**config.mk**
```make
export PLATFORM = sky130hd
export DESIGN_NAME = muldiv_seq
export DESIGN_NICKNAME = d
export VERILOG_FILES = /design/src/rtl/muldiv_seq.sv
export SDC_FILE = /design/constraint.sdc
export NUM_CORES = 1
export LEC_CHECK = 0
export ABC_AREA = 1
export CAP_MARGIN = 20
export CORE_MARGIN = 10
export CORE_UTILIZATION = 35
export CTS_BUF_LIST = sky130_fd_sc_hd__clkbuf_8 sky130_fd_sc_hd__clkbuf_16
export CTS_CLUSTER_DIAMETER = 60
export DETAILED_ROUTE_END_ITERATION = 6
export PLACE_DENSITY_LB_ADDON = 0.25
export SLEW_MARGIN = 10
export SYNTH_ARGS = -nofsm -noshare
export SYNTH_HDL_FRONTEND = slang
export SYNTH_SLANG_ARGS = --single-unit
```
**constraint.sdc**
```tcl
create_clock -name clk -period 3.3 [get_ports clk]
set_input_delay 0.66 -clock clk [delete_from_list [all_inputs] [get_ports clk]]
set_output_delay 0.66 -clock clk [all_outputs]
set_load 0.1 [all_outputs]
```
**src/rtl/muldiv_seq.sv**
```systemverilog
// rtl/muldiv_seq.sv - sequential MULT/MULTU/DIV/DIVU unit owning the HI/LO registers
//
// Radix-2 shift-add multiply and restoring divide, one bit per cycle over XLEN
// CALC cycles, followed by one FIX cycle that applies the sign correction and
// writes HI/LO. Signed ops run on operand magnitudes.
//
// Optional build macro: MULDIV_FASTZERO_EN
//   When defined, a request with a zero operand skips CALC and completes two
//   edges after acceptance.
//
// Ports:
//   clk, reset            clock, synchronous active-high reset
//   req_valid/req_ready   request handshake from execute
//   req_op                00 MULT, 01 MULTU, 10 DIV, 11 DIVU
//   req_a, req_b          rs / rt operands
//   flush                 cancel the in-flight op, block same-cycle acceptance
//   hi_we/hi_wdata        MTHI write (ignored while busy)
//   lo_we/lo_wdata        MTLO write (ignored while busy)
//   busy                  op in flight
//   done                  one-cycle pulse, new HI/LO visible
//   hi, lo                architectural HI/LO
module muldiv_seq #(
  parameter int XLEN = 32
) (
  input  logic            clk,
  input  logic            reset,
  input  logic            req_valid,
  output logic            req_ready,
  input  logic [1:0]      req_op,
  input  logic [XLEN-1:0] req_a,
  input  logic [XLEN-1:0] req_b,
  input  logic            flush,
  input  logic            hi_we,
  input  logic [XLEN-1:0] hi_wdata,
  input  logic            lo_we,
  input  logic [XLEN-1:0] lo_wdata,
  output logic            busy,
  output logic            done,
  output logic [XLEN-1:0] hi,
  output logic [XLEN-1:0] lo
);

  localparam int CW = $clog2(XLEN);

  typedef enum logic [1:0] {
    S_IDLE = 2'd0,
    S_CALC = 2'd1,
    S_FIX  = 2'd2
  } state_t;

  state_t state_q, state_d;

  logic [CW-1:0]   cnt_q;
  logic            is_div_q, is_signed_q, neg_a_q, neg_b_q;
  logic [XLEN-1:0] a_orig_q;   // raw dividend, returned in HI on divide by zero
  logic [XLEN-1:0] opnd_q;     // multiplicand magnitude or divisor magnitude
  logic [XLEN-1:0] acc_hi_q;   // product high half / partial remainder
  logic [XLEN-1:0] acc_lo_q;   // multiplier bits / dividend-quotient shifter
  logic [XLEN-1:0] hi_q, lo_q;
  logic            done_q;

  // Request decode
  logic            accept, op_signed, op_div, zero_op;
  logic [XLEN-1:0] mag_a, mag_b;

  assign accept    = (state_q == S_IDLE) && req_valid && !flush;
  assign op_signed = !req_op[0];
  assign op_div    = req_op[1];
  assign zero_op   = (req_a == {XLEN{1'b0}}) || (req_b == {XLEN{1'b0}});
  assign mag_a     = (op_signed && req_a[XLEN-1]) ? -req_a : req_a;
  assign mag_b     = (op_signed && req_b[XLEN-1]) ? -req_b : req_b;

`ifdef MULDIV_FASTZERO_EN
  // The fast path spends two cycles in FIX so done lands two edges after acceptance.
  logic fix_hold_q;
  logic fix_last;
  assign fix_last = !fix_hold_q;
`else
  logic fix_last;
  assign fix_last = 1'b1;
`endif

  // One iteration step
  logic [XLEN:0] mul_sum;
  logic [XLEN:0] div_trial;

  assign mul_sum   = {1'b0, acc_hi_q} + {1'b0, (acc_lo_q[0] ? opnd_q : {XLEN{1'b0}})};
  assign div_trial = {acc_hi_q, acc_lo_q[XLEN-1]} - {1'b0, opnd_q};

  // Sign correction and special cases
  logic [2*XLEN-1:0] prod_mag, prod_fix;
  logic [XLEN-1:0]   quo_fix, rem_fix, res_hi, res_lo;
  logic              signs_differ;

  always_comb begin
    signs_differ = is_signed_q && (neg_a_q ^ neg_b_q);
    prod_mag     = {acc_hi_q, acc_lo_q};
    prod_fix     = signs_differ ? -prod_mag : prod_mag;
    quo_fix      = signs_differ ? -acc_lo_q : acc_lo_q;
    rem_fix      = (is_signed_q && neg_a_q) ? -acc_hi_q : acc_hi_q;
    res_hi       = prod_fix[2*XLEN-1:XLEN];
    res_lo       = prod_fix[XLEN-1:0];
    if (is_div_q) begin
      if (opnd_q == {XLEN{1'b0}}) begin
        res_hi = a_orig_q;
        res_lo = {XLEN{1'b1}};
      end else begin
        // Most-negative / -1 falls out naturally: magnitude quotient 2^(XLEN-1),
        // signs equal so no negation, remainder zero.
        res_hi = rem_fix;
        res_lo = quo_fix;
      end
    end
  end

  // Next-state logic
  always_comb begin
    state_d = state_q;
    case (state_q)
      S_IDLE: begin
        if (accept) begin
`ifdef MULDIV_FASTZERO_EN
          state_d = zero_op ? S_FIX : S_CALC;
`else
          state_d = S_CALC;
`endif
        end
      end
      S_CALC: begin
        if (flush)                             state_d = S_IDLE;
        else if (cnt_q == CW'(XLEN - 1))       state_d = S_FIX;
      end
      S_FIX: begin
        if (flush || fix_last) state_d = S_IDLE;
      end
      default: state_d = S_IDLE;
    endcase
  end

  always_ff @(posedge clk) begin
    if (reset) state_q <= S_IDLE;
    else       state_q <= state_d;
  end

  // Datapath and HI/LO
  always_ff @(posedge clk) begin
    if (reset) begin
      cnt_q       <= '0;
      is_div_q    <= 1'b0;
      is_signed_q <= 1'b0;
      neg_a_q     <= 1'b0;
      neg_b_q     <= 1'b0;
      a_orig_q    <= '0;
      opnd_q      <= '0;
      acc_hi_q    <= '0;
      acc_lo_q    <= '0;
      hi_q        <= '0;
      lo_q        <= '0;
      done_q      <= 1'b0;
`ifdef MULDIV_FASTZERO_EN
      fix_hold_q  <= 1'b0;
`endif
    end else begin
      done_q <= (state_q == S_FIX) && !flush && fix_last;
      case (state_q)
        S_IDLE: begin
          if (hi_we) hi_q <= hi_wdata;
          if (lo_we) lo_q <= lo_wdata;
          if (accept) begin
            cnt_q       <= '0;
            is_div_q    <= op_div;
            is_signed_q <= op_signed;
            neg_a_q     <= op_signed && req_a[XLEN-1];
            neg_b_q     <= op_signed && req_b[XLEN-1];
            a_orig_q    <= req_a;
            acc_hi_q    <= '0;
            if (op_div) begin
              opnd_q   <= mag_b;
              acc_lo_q <= mag_a;
            end else begin
              opnd_q   <= mag_a;
              acc_lo_q <= mag_b;
            end
`ifdef MULDIV_FASTZERO_EN
            fix_hold_q <= zero_op;
            // Skipping CALC leaves the multiplier unshifted; clear it so the product reads zero.
            if (zero_op && !op_div) acc_lo_q <= '0;
`endif
          end
        end
        S_CALC: begin
          cnt_q <= cnt_q + 1'b1;
          if (is_div_q) begin
            if (!div_trial[XLEN]) begin
              acc_hi_q <= div_trial[XLEN-1:0];
              acc_lo_q <= {acc_lo_q[XLEN-2:0], 1'b1};
            end else begin
              acc_hi_q <= {acc_hi_q[XLEN-2:0], acc_lo_q[XLEN-1]};
              acc_lo_q <= {acc_lo_q[XLEN-2:0], 1'b0};
            end
          end else begin
            acc_hi_q <= mul_sum[XLEN:1];
            acc_lo_q <= {mul_sum[0], acc_lo_q[XLEN-1:1]};
          end
        end
        S_FIX: begin
`ifdef MULDIV_FASTZERO_EN
          fix_hold_q <= 1'b0;
`endif
          if (!flush && fix_last) begin
            hi_q <= res_hi;
            lo_q <= res_lo;
          end
        end
        default: ;
      endcase
    end
  end

  assign busy      = (state_q != S_IDLE);
  assign req_ready = !busy;
  assign done      = done_q;
  assign hi        = hi_q;
  assign lo        = lo_q;

endmodule

```
After elaboration in Yosys (flattened, before gate mapping):

Cells that the tools add are included.

* muxes and demuxes: 32
* equality and inequality tests: 8
* bitwise operators: 1
* reduce and logical (&&, ||, !) cells: 20
* add/subtract/negate cells: 8

Operators by type and width (count)
* two-way mux 32 bit: 20
* case mux 32 bit (2 select lines): 4
* negation 32 bit: 4
* two-way mux 64 bit: 1
* negation 64 bit: 1
* adder 32 x 32 -> 33 bit: 1
* subtractor 33 x 32 -> 33 bit: 1
* logical NOT 32 bit: 1
* case mux 5 bit (2 select lines): 1
* != test 2 bit, second input constant: 4
* logical AND 1 bit: 7
* two-way mux 2 bit: 3
* AND reduction 2 bit: 3
* AND reduction 3 bit: 2
* nonzero test 2 bit: 3
* adder 5 x 1 -> 5 bit, second input constant: 1
* == test 5 bit, second input constant: 1
* two-way mux 5 bit: 1
* case mux 2 bit (2 select lines): 1
* logical NOT 1 bit: 3
* != test 3 bit, second input constant: 1
* == test 2 x 1 -> 1 bit, second input constant: 1
* == test 2 bit, second input constant: 1
* logical NOT 2 bit: 1
* other kinds (2): 2

* input port bits: 136
* output and inout bits: 67
* word-level logic and storage cells: 82
* flip-flop bits (word level): 204

Depth between registers and ports, before layout:

* word-level depth: 7
* mapped depth: 21
* depth with buffers taken out: 19

Worst setup path before layout:

OpenSTA, ideal clock, no wires.

* kind: register -> output
* from: register state_q[1]
* to: output busy
* cell stages (with the launch flop): 3
* data required time: 2.640 ns
* buffers on the path: 0
* setup slack: -0.043 ns
* arrival: 2.683 ns
* cells stage by stage: dfxtp_1 nor2_1 inv_1

* word-level cells in the longest chain between the ends: 1

RTL lines
* start, declared: line 51 `state_t state_q, state_d;`
* start signal, assigned: line 142 `else state_q <= state_d;`
* nonzero test 2 bit: line 220 `assign busy = (state_q != S_IDLE);`
* end, declared: line 37 `output logic busy,`

No other way between the ends.

Worst setup path after layout:

* from: register acc_lo_q[31]
* to: register acc_hi_q[5]

* word-level cells in the longest chain between the ends: 4

RTL lines
* start, declared: line 58 `logic [XLEN-1:0] acc_lo_q;`
* start signal, assigned: line 179 `acc_lo_q <= mag_a;`
* start signal, assigned: line 182 `acc_lo_q <= mag_b;`
* start signal, assigned: line 196 `acc_lo_q <= {acc_lo_q[XLEN-2:0], 1'b1};`
* subtractor 33 x 32 -> 33 bit: line 88 `assign div_trial = {acc_hi_q, acc_lo_q[XLEN-1]} - {1'b0, opnd_q};`
* two-way mux 32 bit: line 194 `if (!div_trial[XLEN]) begin`
* two-way mux 32 bit: line 193 `if (is_div_q) begin`
* case mux 32 bit (2 select lines): line 165 `case (state_q)`
* end signal, assigned: line 195 `acc_hi_q <= div_trial[XLEN-1:0];`
* end signal, assigned: line 198 `acc_hi_q <= {acc_hi_q[XLEN-2:0], acc_lo_q[XLEN-1]};`
* end signal, assigned: line 202 `acc_hi_q <= mul_sum[XLEN:1];`
* end, declared: line 57 `logic [XLEN-1:0] acc_hi_q;`

No other way between the ends.
A chain may end at the register's enable or synchronous reset.

==> parameters.txt <==
Parameter                              Value

Floorplan
  Area of the die    66530 sq um
  Top Ports    203
  Number of core rows    87
  Initial core utilization    35.28%
  Core Footprint    56170 sq um
  Width of the die    257.9 um
  Die H    257.9 um

GRT
  Overall track demand over capacity in global routing    25.91%
  Number of global-route vias before repair    21720
  Maximum number of pins on one net before global-route repair    73
  Global-route wire length before repair    134500 um
  GRT Residual Overflow    0
  Antenna violations before repair    1

CTS
  Number of H-tree branching levels    1
  Post-cts hold buffer count    0
  Worst-path clk slew    60 ps
  TritonCTS Buffers    30
  CTS tree    built
  Number of buffers inserted to repair setup after CTS    0
  Sinks on Clock Net    204
  Resized Gates After CTS    0
  Latest clock arrival within the worst-skew pair    590 ps
  Maximum clock path buffer count    3
  Buffer type at the clock tree root    sky130_fd_sc_hd__clkbuf_16

STA
  Final Max Tran Viols    0
  Final critical-path share of the clock period    91.10%
  Slew at the pin closest to its max-slew limit    1140 ps
  Worst clock skew on the final layout    25.82 ps
  Fin. Hold Viols    0
  RSZ-0062 raised after global routing    no
  Maximum clock rate    332.7 MHz
  Relative slew slack    23.18%
  Final period demand of the worst path    3006 ps
  Final setup violation count    0
  Total negative slack for setup checks    0 ps

Routing
  Post-detailed-route via-to-cell ratio    5.311
  Iteration-0 DRC count of the detailed router    2646
  Count of TritonRoute iterations in the first routing pass    6
  Count of unresolved DRC violations after routing    0
  Post-detailed-route count of antenna-violating nets    0
  Overall routed net length    90390 um
  Routed wirelength normalized by instance count    19.95 um
  Count of vias placed by the detailed router    24060

Final layout
  Antenna cell count    0
  Layout overhead on the synthesized area    20.32%
  Commonest cells after routing, fill and taps aside    sky130_fd_sc_hd__nand2_1, sky130_fd_sc_hd__inv_1, sky130_fd_sc_hd__nor2_1
  Storage element area    4088 sq um
  Number of filler cells placed in the layout    6357
  Ratio of cells with drive above 1 in the final layout    7.870%
  Area used by multi-input combinational logic    13230 sq um
  Most common library cell in the layout ignoring fill and taps    sky130_fd_sc_hd__nand2_1
  Final core area utilization    42.44%
  Net count of the finished layout    3958

Worst setup path
  Worst Path Buf+Inv    3
  Sequence of cells on the critical path    inv_1 -> ha_1 -> fa_1 -> inv_1 -> nand2_1 -> nand2_1 -> nand3_1 -> nand2_2 -> nand2_2 -> nand2_4 -> nand2_4 -> nand2_4 -> nand2_4 -> nand2_2 -> buf_4 -> nand2_1 -> nand3_1 -> nand3_1 -> a21oi_1
  Critical setup path kind    reg -> reg
  Slowest cell delay on critical path    480 ps
  Top cell family by delay on the critical path    simple AND/OR/NAND/NOR gates
  Endpoint arrival time on the critical path    3500 ps
  Worst r2r src    acc_lo_q[31]
  Data required, critical path    3800 ps
  Critical Path End Type    flip-flop
  Reg-to-reg setup timing slack    290 ps
  R2r endpoint    acc_hi_q[5]
  Cell mode on critical path    sky130_fd_sc_hd__nand2_4
  Max stage delay cell, worst path    sky130_fd_sc_hd__dfxtp_1
  Number of cells traversed by the worst register-to-register path    19
  Worst setup SP type    flip-flop
  Crit Path Max Fanout    17

Synthesis
  Fraction of synthesis flops using an asynchronous set or reset pin    0%
  Cell types occupying the most area after synthesis    sky130_fd_sc_hd__dfxtp_1, sky130_fd_sc_hd__nand2_1, sky130_fd_sc_hd__inv_1, sky130_fd_sc_hd__nand3_1, sky130_fd_sc_hd__a21oi_1
  Largest area contributor in the synthesized netlist    sky130_fd_sc_hd__dfxtp_1
  Synthesis warning total    0
  Post-synth top area share    20.61%
  Net count after synthesis    3773
  Number of register bits inferred by synthesis    204
  Register area share after synthesis    20.61%
  Post-Synthesis Mean Instance Area    5.558 sq um
  Prevailing post-synth register cell    sky130_fd_sc_hd__dfxtp_1
  Number of instances in the synthesized netlist    3565
  Post-synth EDFFs    0
  Area of the mapped netlist    19810 sq um
  Synth unique cells    47

Power
  Worst supply voltage drop on vdd    0.3341 mV
  Relative contribution of sequential cells to total power    29.8%
  Internal power    5.426 mW
  Total power consumption of the routed design    9.395 mW
  Clk network pwr share    33.1%
  Net switching power of the design    3.969 mW
  P per Cell Area    394.1 nW/um^2
  Combinational cell fraction of total power    37.1%
  Total leakage power    11.76 nW
  Net switching share of the total power    42.25%

Placement
  Placer congestion estimate    1.019
  Port Buf Inserts    202
  Total half-perimeter wirelength after legalization and detailed placement    73460 um

Worst hold path
  Capture endpoint of the worst hold path    a_orig_q[23]
  Path class of the lowest-slack min-delay path    reg -> reg
  Worst Hold Depth    2
  Worst Hold Launch    a_orig_q[23]

Outcome
  Run status    complete, no violations

Flow run
  Max Cap Violations    0
cell families (layout without fill, tap and decap cells):
logic type	Yosys count	after routing	synth area share [%]
and+or+nand+nor	1833	1833	38.80
AOI/OAI and AO/OA	703	703	18.99
buffers and inverters	656	865	12.69
DFF	204	204	20.61
xor gates and xnor gates	97	97	4.288
adders and majority gates	72	72	4.622
area by class of cell:
cell class / instances / share of cell area [%]
tap: 756 / 3.968
multi-input combinational: 2705 / 55.51
sequential: 204 / 17.15
timing repair buffer: 304 / 11.34
clock buffer: 32 / 3.264
inverter: 505 / 7.962
clock inverter: 24 / 0.8135
through the flow:
stage | cell area (sq um) | instances | setup slack [ps] | hold WS, ps
floorplan | 19820 | 3565 | 689.0 | 424.5
global placement | 22870 | 4474 | 220.8 | 437.8
detailed placement | 22870 | 4474 | 173.9 | 446.0
CTS | 23840 | 4530 | 278.0 | 453.7
global route | 23840 | 4530 | 4.440 | 479.8
finish | 23840 | 4530 | 293.8 | 452.1
power by group through the flow:
stage,clock [mW],combinational [mW],sequential (mW)
6_report,3.11,3.48,2.80
5_1_grt,3.29,3.78,2.81
4_1_cts,3.17,3.43,2.79
3_5_place_dp,0,3.41,2.85
3_3_place_gp,0,3.41,2.85
2_1_floorplan,0,1.88,3.21
layer usage:
layer  wire length [um]  track usage [%]  vias to the layer above  share of wire [%]
met4               3416            9.410                        0                3.8
met2              37550            38.26                     1087                 42
met3               8520            4.301                      147                9.4
met1              40910            37.08                    10960                 45
met5                  0                0                        -                  0
li1                   -                -                    11870                  -
cells in the mapped netlist (8+ instances only):
master,count
sky130_fd_sc_hd__o211ai_1,26
sky130_fd_sc_hd__a31oi_1,17
sky130_fd_sc_hd__nor2_2,8
sky130_fd_sc_hd__dfxtp_1,204
sky130_fd_sc_hd__o21ai_0,290
sky130_fd_sc_hd__or2_2,24
sky130_fd_sc_hd__nand3_1,336
sky130_fd_sc_hd__nand4_1,39
sky130_fd_sc_hd__nand3b_1,14
sky130_fd_sc_hd__a21oi_1,292
sky130_fd_sc_hd__o21bai_1,11
sky130_fd_sc_hd__ha_1,70
sky130_fd_sc_hd__buf_2,23
sky130_fd_sc_hd__nor3_1,30
sky130_fd_sc_hd__nand2_1,999
sky130_fd_sc_hd__nor2_1,354
sky130_fd_sc_hd__nand2_2,8
sky130_fd_sc_hd__xnor2_1,16
sky130_fd_sc_hd__inv_2,9
sky130_fd_sc_hd__inv_1,491
sky130_fd_sc_hd__xor2_1,81
sky130_fd_sc_hd__clkbuf_1,108
sky130_fd_sc_hd__buf_1,16
sky130_fd_sc_hd__o22ai_1,26
sky130_fd_sc_hd__o21ai_1,11
flip-flops by register name, summed over array words and instances (netlist names), 2 cells and up:
name,count
acc_lo_q,32
cnt_q,5
a_orig_q,32
acc_hi_q,32
hi,32
state_q,2
lo,32
opnd_q,32
worst reg2reg max path: cells and delay by family (launching register included):
family,cells,cell delay (ps)
adders and majority gates,2,610
DFF,1,480
and+or+nand+nor,13,1170
buffers and inverters,3,520
AOI/OAI and AO/OA,1,130
worst max path at each step:
stage,startpoint,slack [ps],endpoint,depth (start not counted)
4_1_cts,acc_lo_q[31],280,acc_hi_q[5],19
3_3_place_gp,req_a[0],220,opnd_q[22],12
3_5_place_dp,req_a[0],170,opnd_q[20],13
5_1_grt,acc_lo_q[31],4,acc_hi_q[21],19
2_1_floorplan,state_q[1],690,busy,2
6_report,acc_lo_q[31],290,acc_hi_q[5],19
Note: power is estimated with default switching activity, not from simulation.
